**config.mk**
```make
export PLATFORM = sky130hd
export DESIGN_NAME = scemi_pipe_rx_unpacker
export DESIGN_NICKNAME = d
export VERILOG_FILES = /design/src/rtl/scemi_pipe_rx_unpacker.sv
export SDC_FILE = /design/constraint.sdc
export NUM_CORES = 1
export LEC_CHECK = 0
export CAP_MARGIN = 20
export CORE_MARGIN = 5
export CORE_UTILIZATION = 45
export CTS_CLUSTER_SIZE = 8
export DETAILED_ROUTE_END_ITERATION = 16
export GPL_TIMING_DRIVEN = 0
export HOLD_SLACK_MARGIN = 0.03
export PLACE_DENSITY = 0.73
export SKIP_CTS_REPAIR_TIMING = 1
export SLEW_MARGIN = 25
export SYNTH_ARGS = -nofsm -noshare
export SYNTH_HDL_FRONTEND = slang
export SYNTH_SLANG_ARGS = --single-unit
```
**constraint.sdc**
```tcl
create_clock -name clk -period 2.6 [get_ports clk]
set_input_delay 0.26 -clock clk [delete_from_list [all_inputs] [get_ports clk]]
set_output_delay 0.26 -clock clk [all_outputs]
set_load 0.02 [all_outputs]
```
**src/rtl/scemi_pipe_rx_unpacker.sv**
```systemverilog
// Registers a received pipe payload and streams it out one element per beat,
// carrying eom onto the final beat, counting messages and flagging oversized counts.
module scemi_pipe_rx_unpacker #(
   parameter int unsigned BYTES_PER_ELEMENT    = 1,
   parameter int unsigned PAYLOAD_MAX_ELEMENTS = 4,
   parameter int unsigned CNTW                 = $clog2(PAYLOAD_MAX_ELEMENTS + 1),
   parameter int unsigned MSGW                 = 16,
   localparam int unsigned EW                  = BYTES_PER_ELEMENT * 8,
   localparam int unsigned PAYLOAD_MAX_BITS    = PAYLOAD_MAX_ELEMENTS * EW
) (
   input  logic                        clk,
   input  logic                        rst_n,
   input  logic                        in_valid,
   output logic                        in_ready,
   input  logic [PAYLOAD_MAX_BITS-1:0] in_data,
   input  logic [CNTW-1:0]             in_num_elements,
   input  logic                        in_eom,
   output logic                        out_valid,
   input  logic                        out_ready,
   output logic [EW-1:0]               out_data,
   output logic                        out_last,
   output logic                        out_empty,
   output logic [MSGW-1:0]             msg_count,
   output logic                        err_overflow
);

   localparam logic [CNTW-1:0] MAX_N = CNTW'(PAYLOAD_MAX_ELEMENTS);

   typedef enum logic [0:0] {StIdle, StUnpack} state_t;

   state_t                      state_q, state_d;
   logic [PAYLOAD_MAX_BITS-1:0] hold_q, hold_d;
   logic [CNTW-1:0]             cnt_q, cnt_d;
   logic [CNTW-1:0]             idx_q, idx_d;
   logic                        eom_q, eom_d;
   logic                        out_valid_q, out_valid_d;
   logic [EW-1:0]               out_data_q, out_data_d;
   logic                        out_last_q, out_last_d;
   logic                        out_empty_q, out_empty_d;
   logic [MSGW-1:0]             msg_count_q, msg_count_d;
   logic                        err_q, err_d;

   logic            accept;
   logic            load;
   logic            xfer;
   logic            final_xfer;
   logic            n_over;
   logic [CNTW-1:0] n_cl;
   logic [CNTW-1:0] last_idx;
   logic [CNTW-1:0] nxt_idx;

   assign n_over   = in_num_elements > MAX_N;
   assign n_cl     = n_over ? MAX_N : in_num_elements;
   assign last_idx = cnt_q - CNTW'(1);
   assign nxt_idx  = idx_q + CNTW'(1);
   assign xfer     = out_valid_q && out_ready;
   assign final_xfer = (state_q == StUnpack) && xfer && (idx_q == last_idx);
   assign accept   = in_valid && in_ready;
   // A zero-length payload without eom carries nothing and is simply swallowed.
   assign load     = accept && ((n_cl != '0) || in_eom);

   always_ff @(posedge clk or negedge rst_n) begin
      if (!rst_n) begin
         state_q <= StIdle;
      end else begin
         state_q <= state_d;
      end
   end

   always_comb begin
      state_d = state_q;
      unique case (state_q)
         StIdle:   if (load) state_d = StUnpack;
         StUnpack: if (final_xfer) state_d = load ? StUnpack : StIdle;
         default:  state_d = StIdle;
      endcase
   end

   always_comb begin
      in_ready     = (state_q == StIdle) || final_xfer;
      out_valid    = out_valid_q;
      out_data     = out_data_q;
      out_last     = out_last_q;
      out_empty    = out_empty_q;
      msg_count    = msg_count_q;
      err_overflow = err_q;
   end

   always_comb begin
      hold_d      = hold_q;
      cnt_d       = cnt_q;
      idx_d       = idx_q;
      eom_d       = eom_q;
      out_valid_d = out_valid_q;
      out_data_d  = out_data_q;
      out_last_d  = out_last_q;
      out_empty_d = out_empty_q;
      msg_count_d = msg_count_q;
      err_d       = err_q | (accept && n_over);

      if (final_xfer && out_last_q) begin
         msg_count_d = msg_count_q + MSGW'(1);
      end

      if (load) begin
         idx_d       = '0;
         eom_d       = in_eom;
         out_valid_d = 1'b1;
         if (n_cl == '0) begin
            // Empty end-of-message marker: one data-less beat.
            hold_d      = '0;
            cnt_d       = CNTW'(1);
            out_data_d  = '0;
            out_empty_d = 1'b1;
            out_last_d  = 1'b1;
         end else begin
            hold_d      = in_data;
            cnt_d       = n_cl;
            out_data_d  = in_data[EW-1:0];
            out_empty_d = 1'b0;
            out_last_d  = in_eom && (n_cl == CNTW'(1));
         end
      end else if (final_xfer) begin
         cnt_d       = '0;
         idx_d       = '0;
         out_valid_d = 1'b0;
         out_data_d  = '0;
         out_last_d  = 1'b0;
         out_empty_d = 1'b0;
      end else if ((state_q == StUnpack) && xfer) begin
         idx_d      = nxt_idx;
         out_data_d = hold_q[nxt_idx*EW +: EW];
         out_last_d = eom_q && (nxt_idx == last_idx);
      end
   end

   always_ff @(posedge clk or negedge rst_n) begin
      if (!rst_n) begin
         hold_q      <= '0;
         cnt_q       <= '0;
         idx_q       <= '0;
         eom_q       <= 1'b0;
         out_valid_q <= 1'b0;
         out_data_q  <= '0;
         out_last_q  <= 1'b0;
         out_empty_q <= 1'b0;
         msg_count_q <= '0;
         err_q       <= 1'b0;
      end else begin
         hold_q      <= hold_d;
         cnt_q       <= cnt_d;
         idx_q       <= idx_d;
         eom_q       <= eom_d;
         out_valid_q <= out_valid_d;
         out_data_q  <= out_data_d;
         out_last_q  <= out_last_d;
         out_empty_q <= out_empty_d;
         msg_count_q <= msg_count_d;
         err_q       <= err_d;
      end
   end

endmodule

```
==> flow_summary.yaml, run 1 <==
status:
  outcome: "completed"
pwr:
  power.ir.vdd_worst_uv: 545
  total_leakage_power_nw: 1.83
  power-per-cell-area_nw_per_um2: 1040
  total_power_after_layout_mw: 4.28
cts:
  clock_latency_ps: 340
  cts_buffers: 9
  ctsHtreeMaxLevel: 3
  cts_root_buffer: "sky130_fd_sc_hd__clkbuf_8"
  ctsLongestPathBuffers: 2
  clkSinkCount: 68
  cts_tree: "built"
  clkSlewWorstSetupHoldPaths_ps: 70
setup_path:
  beginning_of_the_critical_path: "cnt_q[0]"
  cp-end-kind: "flip-flop"
  critical_path.slowest_cell: "sky130_fd_sc_hd__o41ai_4"
  worst_ep_required_time_ps: 2830
  path_delay_family: "compound AO/OA/AOI/OAI gates"
  timing.setup.critical_path_class: "reg -> reg"
  timing.critical_path.buf_inv: 4
  regToRegStartpoint: "cnt_q[0]"
  crit_path_max_fanout: 10
  crit_chain: "inv_1 > ha_1 > xor3_2 > o41ai_4 > buf_4 > nand3_1 > buf_2 > buf_6 > a22o_1"
  slowest_cell_delay_on_critical_path_ps: 470
  critical_path_arrival_ps: 2680
  crit_path_start_kind: "flip-flop"
floorplan:
  fp.dieArea_um2: 8590
  initial_core_util_pct: 45.8
  rows: 30
  die_height_um: 92.7
  number_of_top_level_design_ports: 69
  die_width_um: 92.7
  fp.coreArea_um2: 6720
placement:
  io_buffers: 68
  place.gp.congestion: 0.774
  dp_hpwl_um: 5180
  dpl-instance-area_um2: 3890
  placedCellCount: 387
drt:
  viasPerCell: 5.63
  initial_drc_count: 65
  avgRoutedWirePerCell_um: 17.7
  drt.antenna.violating_nets: 0
  drt_pass1_iterations: 4
  drt_wl_total_um: 7190
  drt_drc_violations_left: 0
  via_count: 2292
synthesis:
  post_synth_instance_area_um2: 3080
  synthesis.nets: 281
  post_synth_inst_count: 238
  synth.avg_cell_area_um2: 12.9
  synth-seq-area-share_pct: 55.3
  synth_area_leader_cell: "sky130_fd_sc_hd__dfrtp_1"
  synth_most_common_cell: "sky130_fd_sc_hd__dfrtp_1"
  asyncSetResetFlopFracSynth_pct: 100
  netlist.area_leader.share_pct: 55.3
  synth-seq-cells: 68
  synth.top_cells.by_area: "sky130_fd_sc_hd__dfrtp_1 55%, sky130_fd_sc_hd__a22o_1 9.1%, sky130_fd_sc_hd__mux4_2 5.9%"
  synth_top_flop_cell: "sky130_fd_sc_hd__dfrtp_1"
  synth_enable_flop_cells: 0
  synth-warning-count: 0
  netlist_top_cells_count: "68 x sky130_fd_sc_hd__dfrtp_1, 32 x sky130_fd_sc_hd__a22o_1, 16 x sky130_fd_sc_hd__nand2_1, 12 x sky130_fd_sc_hd__xor2_1"
  netlist-cell-type-count: 38
global_routing:
  busiest_layer: "met2"
  grt_start_max_net_pins: 54
  grt_use_met1_pct: 24.0
  global_route.overflow_total: 0
  grt_use_met3_pct: 5.44
  first_global_vias: 2332
  grt.total_usage_pct: 17.8
  wire_length_of_the_first_global_routing_pass_um: 11800
  grt_util_met2_pct: 27.8
  grt_antenna_before_repair: 0
timing:
  setup_viol_count_final: 0
  slew_headroom_pct: 49.6
  fmax_mhz: 407
  hold_violations: 0
  hold-worst-slack_ps: 329
  tightestPinTransition_ps: 754
  timing.final.crit_share_pct: 94.5
  rsz_0062_raised_after_global_routing: "no"
  fin_skew_ps: 9.04
  timing_max_transition_violations_final: 0
  finalCriticalPeriod_ps: 2460
hold_path:
  min_path_type: "in -> async"
layout:
  area_growth_syn_to_layout_pct: 33.4
  layout.nets: 365
  layout.cells.non_filler: 407
  finalInstanceArea_um2: 4100
  final_layout_size_suffix_gt1_share_pct: 14.1
  insertedDiodeCount: 0
run:
  drv_cap: 0
routing by layer:
metal | wire, µm | vias up
met5 | 0 | -
met4 | 55 | 0
met3 | 425 | 6
met2 | 3440 | 63
met1 | 3270 | 1150
li1 | - | 1073
layout make-up:
class                      count  area [µm²]
sequential                    68        1700
clock inverter                 4        25.0
tap                           80         100
inverter                       6        22.5
timing repair buffer          73         741
clock buffer                  12         145
multi-input combinational    151        1280
fill                         529        2620
buffer                        13        83.8
through the flow:
step	setup TNS, ps	setup slack [ps]	utilization (%)
after global placement	-67490	-984	57.4
after detailed placement	-186	-186	57.9
after floorplan	0	136	-
after global routing	0	53.6	61.1
final	0	143	61.1
after CTS	-395	-395	60.4
cells in the final DEF, fill, tap and decap left out, types with 2 or more instances in the layout:
master,netlist,routed
sky130_fd_sc_hd__clkdlybuf4s50_1,0,66
sky130_fd_sc_hd__o32ai_1,2,2
sky130_fd_sc_hd__nor2_1,4,4
sky130_fd_sc_hd__xnor2_1,10,10
sky130_fd_sc_hd__buf_2,7,7
sky130_fd_sc_hd__a22o_1,32,32
sky130_fd_sc_hd__buf_4,1,5
sky130_fd_sc_hd__nor4_2,1,2
sky130_fd_sc_hd__o21ai_0,2,2
sky130_fd_sc_hd__nor3_1,6,6
sky130_fd_sc_hd__clkinvlp_4,0,2
sky130_fd_sc_hd__xor2_1,12,12
sky130_fd_sc_hd__inv_1,6,6
sky130_fd_sc_hd__clkbuf_1,1,3
sky130_fd_sc_hd__nand2_1,16,16
sky130_fd_sc_hd__and4_1,3,3
sky130_fd_sc_hd__nor4_1,4,3
sky130_fd_sc_hd__a221o_1,9,9
sky130_fd_sc_hd__nand4_1,4,4
sky130_fd_sc_hd__clkbuf_8,0,10
sky130_fd_sc_hd__clkinv_2,0,2
sky130_fd_sc_hd__dfrtp_1,68,68
sky130_fd_sc_hd__and3_1,3,3
sky130_fd_sc_hd__nor2b_1,8,8
sky130_fd_sc_hd__ha_1,3,3
sky130_fd_sc_hd__nand3_1,10,10
sky130_fd_sc_hd__mux4_2,8,8
sky130_fd_sc_hd__buf_6,3,3
power breakdown:
| group | total, mW | internal (mW) | switching (mW) |
|---|---|---|---|
| sequential | 1.65 | 1.42 | 0.227 |
| clock | 0.767 | 0.370 | 0.398 |
| combinational | 1.87 | 0.992 | 0.876 |
| total | 4.28 | 2.78 | 1.50 |
final timing paths:
kind                                  to  slack [ps]  cells past startpoint
max in group asynchronous     hold_q[28]        1750                      3
max                            hold_q[4]         140                      9
min reg2reg                msg_count[15]         470                      1
min                            out_valid         330                      2
min in group clk           msg_count[15]         470                      1
max reg2reg                    hold_q[4]         140                      9
sequential cells by signal (all words and copies together), names as in the netlist:
name          cells
err_overflow      1
out_data          8
msg_count        16
out_last          1
out_empty         1
cnt_q             3
idx_q             3
out_valid         1
hold_q           32
state_q           1
eom_q             1
cell families (layout without fill, tap and decap cells):
group | Yosys count | after routing | synth area share, %
xor+xnor | 23 | 23 | 7.08
buf+inv | 19 | 108 | 3.46
fa+ha+maj | 3 | 3 | 1.22
simple gates | 65 | 65 | 11.6
mux | 10 | 10 | 6.55
compound gates | 50 | 50 | 14.7
flops | 68 | 68 | 55.3
Note: power is estimated with default switching activity, not from simulation.
==> run 2, diff against run 1 <==
--- a/config.mk
+++ b/config.mk
@@ -6,13 +6,14 @@
 export NUM_CORES = 1
 export LEC_CHECK = 0
 export CAP_MARGIN = 20
-export CORE_MARGIN = 5
+export CORE_MARGIN = 1
 export CORE_UTILIZATION = 45
 export CTS_CLUSTER_SIZE = 8
 export DETAILED_ROUTE_END_ITERATION = 16
 export GPL_TIMING_DRIVEN = 0
 export HOLD_SLACK_MARGIN = 0.03
 export PLACE_DENSITY = 0.73
+export REMOVE_ABC_BUFFERS = 1
 export SKIP_CTS_REPAIR_TIMING = 1
 export SLEW_MARGIN = 25
 export SYNTH_ARGS = -nofsm -noshare
==> run 2 against run 1 <==
Global-route usage is 2.2 points higher. Register-to-register slack improved by 30 ps. Critical path depth is 1 lower. Sequential power is essentially flat. Non-clock buffer count down 13. Clock power grew 43%. Setup slack better by 27 ps. Combinational power decreased by 6%. Clock skew increased by 2.9 ps. Sequential cell count unchanged.
==> flow_summary.yaml, run 2 (same netlist as run 1, synthesis figures left out) <==
floorplan:
  fp.dieArea_um2: 7170
  die_width_um: 84.7
  die_height_um: 84.7
  number_of_top_level_design_ports: 69
  initial_core_util_pct: 47.6
  fp.coreArea_um2: 6460
  rows: 29
setup_path:
  crit_path_max_fanout: 28
  timing.setup.critical_path_class: "reg -> reg"
  worst_ep_required_time_ps: 2820
  path_delay_family: "compound AO/OA/AOI/OAI gates"
  critical_path_arrival_ps: 2650
  crit_chain: "inv_1 > ha_1 > xor3_2 > o41ai_4 > buf_4 > nand3_4 > buf_16 > a221o_1"
  slowest_cell_delay_on_critical_path_ps: 430
  crit_path_start_kind: "flip-flop"
  cp-end-kind: "flip-flop"
  critical_path.slowest_cell: "sky130_fd_sc_hd__o41ai_4"
  timing.critical_path.buf_inv: 3
pwr:
  total_power_after_layout_mw: 4.53
  power-per-cell-area_nw_per_um2: 1090
  total_leakage_power_nw: 1.83
  power.ir.vdd_worst_uv: 490
timing:
  hold_violations: 0
  timing.final.crit_share_pct: 93.4
  slew_headroom_pct: 40.7
  setup_tns_ps: 0
  tightestPinTransition_ps: 882
  rsz_0062_raised_after_global_routing: "no"
  hold-worst-slack_ps: 335
  fin_skew_ps: 11.9
  setup_viol_count_final: 0
  fmax_mhz: 412
  finalCriticalPeriod_ps: 2430
  timing_max_transition_violations_final: 0
cts:
  clkSinkCount: 68
  cts_buffers: 9
  cts_root_buffer: "sky130_fd_sc_hd__clkbuf_8"
  ctsHtreeMaxLevel: 3
  ctsLongestPathBuffers: 2
  clock_latency_ps: 340
  clkSlewWorstSetupHoldPaths_ps: 80
  cts_tree: "built"
placement:
  dpl-instance-area_um2: 3830
  placedCellCount: 372
  io_buffers: 68
  dp_hpwl_um: 4390
  place.gp.congestion: 0.795
layout:
  final_common_cell: "sky130_fd_sc_hd__dfrtp_1"
  final_layout_size_suffix_gt1_share_pct: 12.4
  largest_register_ffs: 32
  finalInstanceArea_um2: 4140
  layout.nets: 352
  area_growth_syn_to_layout_pct: 34.5
  multiInputGateArea_um2: 1300
  mostFrequentLayoutCells: "67 x sky130_fd_sc_hd__dfrtp_1, 66 x sky130_fd_sc_hd__clkdlybuf4s50_1, 32 x sky130_fd_sc_hd__a22o_1, 16 x sky130_fd_sc_hd__nand2_1, 12 x sky130_fd_sc_hd__xor2_1"
  final.fill_count: 509
  insertedDiodeCount: 0
  layout.cells.non_filler: 391
  largest-register: "hold_q"
  sequential_cell_area_um2: 1700
global_routing:
  grt_start_max_net_pins: 51
  wire_length_of_the_first_global_routing_pass_um: 11000
  first_global_vias: 2229
  grt.total_usage_pct: 20.0
  global_route.overflow_total: 0
  grt_antenna_before_repair: 0
drt:
  avgRoutedWirePerCell_um: 16.5
  via_count: 2224
  viasPerCell: 5.69
  initial_drc_count: 127
  drt_drc_violations_left: 0
  drt_wl_total_um: 6470
  drt.antenna.violating_nets: 0
  drt_pass1_iterations: 12
status:
  outcome: "completed"
hold_path:
  min_path_type: "in -> async"
run:
  drv_cap: 0
==> run 2: final cells by class <==
class | instances | area share (%)
sequential | 68 | 41.2
multi-input combinational | 151 | 31.3
timing repair buffer | 73 | 18.4
clock buffer | 11 | 3.66
clock inverter | 5 | 2.60
tap | 77 | 2.33
inverter | 6 | 0.544
==> run 2: through the flow <==
stage,setup WS (ps),util [%]
floorplan,-566,-
global placement,-1020,58.3
detailed placement,-255,59.4
CTS,-377,63.4
global route,41.4,64.1
finish,171,64.1
==> run 2: layer usage <==
layer	GRT usage, %	share of wire [%]	up-vias
met4	8.78	1.5	0
li1	-	-	1044
met3	3.64	3.6	9
met2	32.4	49	55
met1	26.5	45	1116
met5	0	0	-
==> run 2: power by group <==
group          leakage, nW  switching [mW]  internal, mW  total (mW)
clock network        0.130           0.406         0.693        1.10
logic                0.825           0.785         0.960        1.75
registers            0.873           0.265          1.42        1.68
total                 1.83            1.46          3.07        4.53
==> run 2: path summary, 6_finish.rpt <==
| check | slack (ps) | start | endpoint | cells past startpoint |
|---|---|---|---|---|
| setup reg to reg | 170 | cnt_q[0] | out_last | 8 |
| max in group asynchronous | 1740 | rst_n | idx_q[0] | 3 |
| hold / removal | 340 | rst_n | msg_count[4] | 2 |
| hold reg to reg | 460 | err_overflow | err_overflow | 1 |
| min in group clk | 460 | err_overflow | err_overflow | 1 |
| setup / recovery | 170 | cnt_q[0] | out_last | 8 |
